==> config.mk <==
export PLATFORM = sky130hd
export DESIGN_NAME = tdm_demux
export DESIGN_NICKNAME = d
export VERILOG_FILES = /design/src/rtl/tdm_demux.sv
export SDC_FILE = /design/constraint.sdc
export NUM_CORES = 1
export LEC_CHECK = 0
export ABC_AREA = 0
export CAP_MARGIN = 20
export CELL_PAD_IN_SITES_DETAIL_PLACEMENT = 0
export CELL_PAD_IN_SITES_GLOBAL_PLACEMENT = 1
export CORE_AREA = 2 2 86 88
export DETAILED_ROUTE_END_ITERATION = 8
export DIE_AREA = 0 0 88 90
export GPL_TIMING_DRIVEN = 0
export PLACE_DENSITY = 0.71
export SYNTH_ARGS = -nofsm -noshare
export SYNTH_HDL_FRONTEND = slang
export SYNTH_SLANG_ARGS = --single-unit
==> constraint.sdc <==
create_clock -name clk -period 3.1 [get_ports clk]
set_clock_uncertainty 0.1 [all_clocks]
set_input_delay 0.93 -clock clk [delete_from_list [all_inputs] [get_ports clk]]
set_output_delay 0.93 -clock clk [all_outputs]
set_load 0.01 [all_outputs]
==> src/rtl/tdm_demux.sv <==
// TDM receiver: tracks slot position from a slot-0 sync strobe, buffers the
// partial frame and publishes each complete frame atomically with a pulse.
module tdm_demux #(
    parameter int N_CH = 4,
    parameter int W    = 8
) (
    input  logic              clk,
    input  logic              rst,
    input  logic [W-1:0]      din,
    input  logic              din_valid,
    input  logic              sync,
    output logic [N_CH*W-1:0] ch_out,
    output logic              frame_valid,
    output logic              locked,
    output logic              sync_err
);

    localparam int SW = (N_CH > 1) ? $clog2(N_CH) : 1;

    typedef enum logic {UNLOCKED, LOCKED} state_t;

    state_t              state_q, state_d;
    logic [SW-1:0]       slot_q, slot_d;
    // Slots 0..N_CH-2 are buffered; the last slot goes straight to ch_out.
    logic [W-1:0]        shadow_q [N_CH-1];
    logic [W-1:0]        shadow_d [N_CH-1];
    logic [N_CH*W-1:0]   ch_out_q, ch_out_d;
    logic                fv_q, fv_d;
    logic                err_q, err_d;

    always_ff @(posedge clk or posedge rst) begin
        if (rst) begin
            state_q  <= UNLOCKED;
            slot_q   <= '0;
            ch_out_q <= '0;
            fv_q     <= 1'b0;
            err_q    <= 1'b0;
            for (int k = 0; k < N_CH-1; k++) shadow_q[k] <= '0;
        end else begin
            state_q  <= state_d;
            slot_q   <= slot_d;
            ch_out_q <= ch_out_d;
            fv_q     <= fv_d;
            err_q    <= err_d;
            for (int k = 0; k < N_CH-1; k++) shadow_q[k] <= shadow_d[k];
        end
    end

    always_comb begin
        state_d  = state_q;
        slot_d   = slot_q;
        ch_out_d = ch_out_q;
        fv_d     = 1'b0;
        err_d    = 1'b0;
        for (int k = 0; k < N_CH-1; k++) shadow_d[k] = shadow_q[k];

        if (din_valid) begin
            unique case (state_q)
                UNLOCKED: begin
                    if (sync) begin
                        shadow_d[0] = din;
                        slot_d      = SW'(1);
                        state_d     = LOCKED;
                    end
                end
                LOCKED: begin
                    if (slot_q == '0) begin
                        if (sync) begin
                            shadow_d[0] = din;
                            slot_d      = SW'(1);
                        end else begin
                            err_d   = 1'b1;
                            state_d = UNLOCKED;
                            slot_d  = '0;
                        end
                    end else if (sync) begin
                        // Early sync: drop the partial frame, restart at slot 0.
                        err_d       = 1'b1;
                        shadow_d[0] = din;
                        slot_d      = SW'(1);
                    end else if (slot_q == SW'(N_CH-1)) begin
                        for (int k = 0; k < N_CH-1; k++)
                            ch_out_d[k*W +: W] = shadow_q[k];
                        ch_out_d[(N_CH-1)*W +: W] = din;
                        fv_d   = 1'b1;
                        slot_d = '0;
                    end else begin
                        for (int k = 0; k < N_CH-1; k++)
                            if (slot_q == SW'(k)) shadow_d[k] = din;
                        slot_d = slot_q + SW'(1);
                    end
                end
                default: begin
                    state_d = UNLOCKED;
                    slot_d  = '0;
                end
            endcase
        end
    end

    assign ch_out      = ch_out_q;
    assign frame_valid = fv_q;
    assign locked      = (state_q == LOCKED);
    assign sync_err    = err_q;

endmodule
==> results.md <==
- Via count of the first global-routing pass: 1,405
- Routed vias: 1,365
- Final Non-Filler Cells: 310
- Number of sinks handled by clock tree synthesis: 61
- Count of hold buffers inserted by post-cts repair: 0
- Clock slew seen by the registers of the worst setup and hold paths: 0.07 ns
- Number of levels the H-tree was split into: 3
- Fraction of synthesized cell area taken by the top area cell type: 0.6344
- Share of post-route cells with drive strength above 1: 0.3507
- Wire length per cell: 14.38 um
- Post-CTS resize count: 0
- Layout overhead on the synthesized area: 32.19%
- Cells along the critical path: clkdlybuf4s50_1 > nand2_2 > nor4b_4 > buf_6 > mux2_2
- First-pass GRT wire length: between 7000 and 8000 um
- Post CTS Setup Buffer Count: 0
- Critical path type: input pin to register
- Pre-antenna DRT Iters: 4
- Register area share after synthesis: 0.6344
- Register cell area after layout: about 1500 um^2
- Min Clock Period, post-route: approximately 2.7 ns
- Critical Path Sink Type: register
- Areal power density over the cells: approximately 800 nW/um^2
- Startpoint type of the worst setup path: input pin
- CTS Root Buffer Type: sky130_fd_sc_hd__clkbuf_8
- Peak clock frequency supported by timing: 372.9 MHz
- Dominant synthesized flop cell: sky130_fd_sc_hd__dfrtp_1
- Cell at the slowest stage of the critical path: sky130_fd_sc_hd__clkdlybuf4s50_1
- Library cell with the highest instance count after synthesis: sky130_fd_sc_hd__dfrtp_1
- Final count of negative-setup-slack endpoints: 0
- CTS tree: done
- Status: completed
- Routability congestion estimate: a little under 0.7
- Largest incremental delay on the critical path: approximately 0.60 ns
- Number of instances in the placed design: just under 300
- Count of buffering cells on the critical path with inverters included: 2
- Peak VDD IR: about 0.27 mV
- Share of the core filled with cells in the final layout: 0.4530
- Total negative slack for setup checks: 0 ns
- Worst hold slack: 0.3869 ns
- Core region area: 7020 um^2
- Hold crit path type: register to register
- Placed wire-length estimate: 3032 um
- Critical path arrival: 2.79 ns
- Die Wd: 88 um
- Total inserted antenna cells: 0
- Leading area contributor after synthesis: sky130_fd_sc_hd__dfrtp_1
- Worst-path maximum fanout: 10
- Number of DRC violations after detailed-routing iteration 0: 41
- Post-synthesis average cell area: 16.26 um^2
- Clk buf depth: 2
- Pin count of the biggest net entering global routing: 40
- Count of different cell masters after synthesis: 18
- Critical path data required time: 3.21 ns
- Unrepaired setup endpoints after global routing: false
- Final non-filler cell area: 3181 um^2
- List of most frequent post-synthesis cells: sky130_fd_sc_hd__dfrtp_1 (61), sky130_fd_sc_hd__mux2_2 (54), sky130_fd_sc_hd__ha_1 (7), sky130_fd_sc_hd__inv_1 (6)
- Number of antenna violations at the first check in global routing: 0
- Area after DPL: 3010 um^2
- Floorplan die area: between 7000 and 8000 um^2
- Antenna-violating nets left: 0
- Max cap viols: 0
- Worst slew margin: 0.6291
- Max-slew violation count: 0
- Worst slack after detailed placement: roughly 0.06 ns
- Leakage component of the power: 1.458 nW
- Initial Utilization: 0.3427
- CP top delay family: buffers and inverters
- Number of enable-type register cells in the synthesized netlist: 0
- Overall die height: 90 um
- Measured slew at the worst slew-check pin: about 0.55 ns
- Multi-input gate area in the final layout: between 800 and 900 um^2
- Post-layout worst setup margin: 0.4184 ns
- Total wire length after detailed routing: 4458 um
- GR Overflow Total: 0
- Warnings, synthesis: 0
- Remaining design rule violation count: 0
- Number of fillers in the final layout: 652
- Total CTS buffers: 9
- Synth Register Bits: between 60 and 70
- I/O Buffers: 46
- Std-Cell Rows: 31
- Final clock period utilization by the worst path: 0.8650
- Netlist Area Pre-Place: between 2000 and 2500 um^2
- Syn nets: between 150 and 200
- Tot Pwr: 2.527 mW
- Count of boundary I/O pins: 47
- Leading post-synthesis cells by cell area: sky130_fd_sc_hd__dfrtp_1 (63%), sky130_fd_sc_hd__mux2_2 (25%), sky130_fd_sc_hd__ha_1 (3.6%), sky130_fd_sc_hd__buf_6 (1.4%), sky130_fd_sc_hd__nor4b_4 (0.99%)
- Fraction of synthesis flops using an asynchronous set or reset pin: 1.000
- Per-cell via count in the routed design: 4.403
- All-layer global routing usage: 0.1231
- NumNets Final: 225
- Endpoints failing hold: 0
- Mapped Cells: between 100 and 150
- Clock latency at the later pin of the worst-skew pair: 0.32 ns
worst reg2reg max path: cells and delay by family, from the launching register on:
family | cells | cell delay [ns]
flops | 1 | 0.42
simple gates | 1 | 0.51
buf+inv | 2 | 0.37
fa+ha+maj | 1 | 0.26
mux | 1 | 0.34
state kept, by name, summed over array words and instances (netlist names):
| register | count |
|---|---|
| slot_q | 2 |
| frame_valid | 1 |
| ch_out | 32 |
| locked | 1 |
| sync_err | 1 |
| shadow_q | 24 |
cell families (layout without fill, tap and decap cells):
family,Yosys count,in the layout,synth area share
adders and majority gates,7,7,0.03640
buffers and inverters,10,73,0.02496
muxes,56,56,0.2621
DFF,61,61,0.6344
and+or+nand+nor,8,8,0.02600
AOI/OAI and AO/OA,6,6,0.01612
placed cells by master (no fill, tap or decap), drive strengths merged:
master / count
nand2: 4
mux2: 56
inv: 6
a31oi: 1
nor4b: 1
clkdlybuf4s50: 46
ha: 7
a22o: 1
a32oi: 1
and4b: 1
a21oi: 1
dfrtp: 61
clkinvlp: 1
nand3b: 1
nor2: 1
clkbuf: 14
buf: 4
clkinv: 2
o21ai: 2
path summary, 6_finish.rpt:
check | end | start | slack (ns) | cells past startpoint
min in group asynchronous | ch_out[15] | rst | 0.86 | 2
max in group asynchronous | shadow_q[2] | rst | 1.46 | 3
hold / removal | ch_out[27] | ch_out[27] | 0.39 | 1
setup / recovery | ch_out[25] | din_valid | 0.42 | 5
setup reg to reg | ch_out[25] | slot_q[0] | 0.98 | 5
hold reg to reg | ch_out[27] | ch_out[27] | 0.39 | 1
per-layer routing:
metal	GRT usage	part of all wire	up-vias	wire length, um
li1	-	-	643	-
met1	0.1619	0.47	687	2108
met2	0.1806	0.47	29	2116
met3	0.04591	0.035	6	156
met4	0.05385	0.017	0	76
met5	0	0	-	0
power by group:
part	total, mW	switching, mW	internal, mW
clock	0.607	0.295	0.313
combinational	0.727	0.270	0.457
sequential	1.19	0.143	1.05
total	2.53	0.707	1.82
area by class of cell:
class | instances | share of cell area
sequential | 61 | 0.4799
multi-input combinational | 77 | 0.2577
timing repair buffer | 47 | 0.1511
clock buffer | 13 | 0.04681
tap | 99 | 0.03895
buffer | 4 | 0.01180
inverter | 6 | 0.007081
clock inverter | 3 | 0.006688
Note: power is estimated with default switching activity, not from simulation.
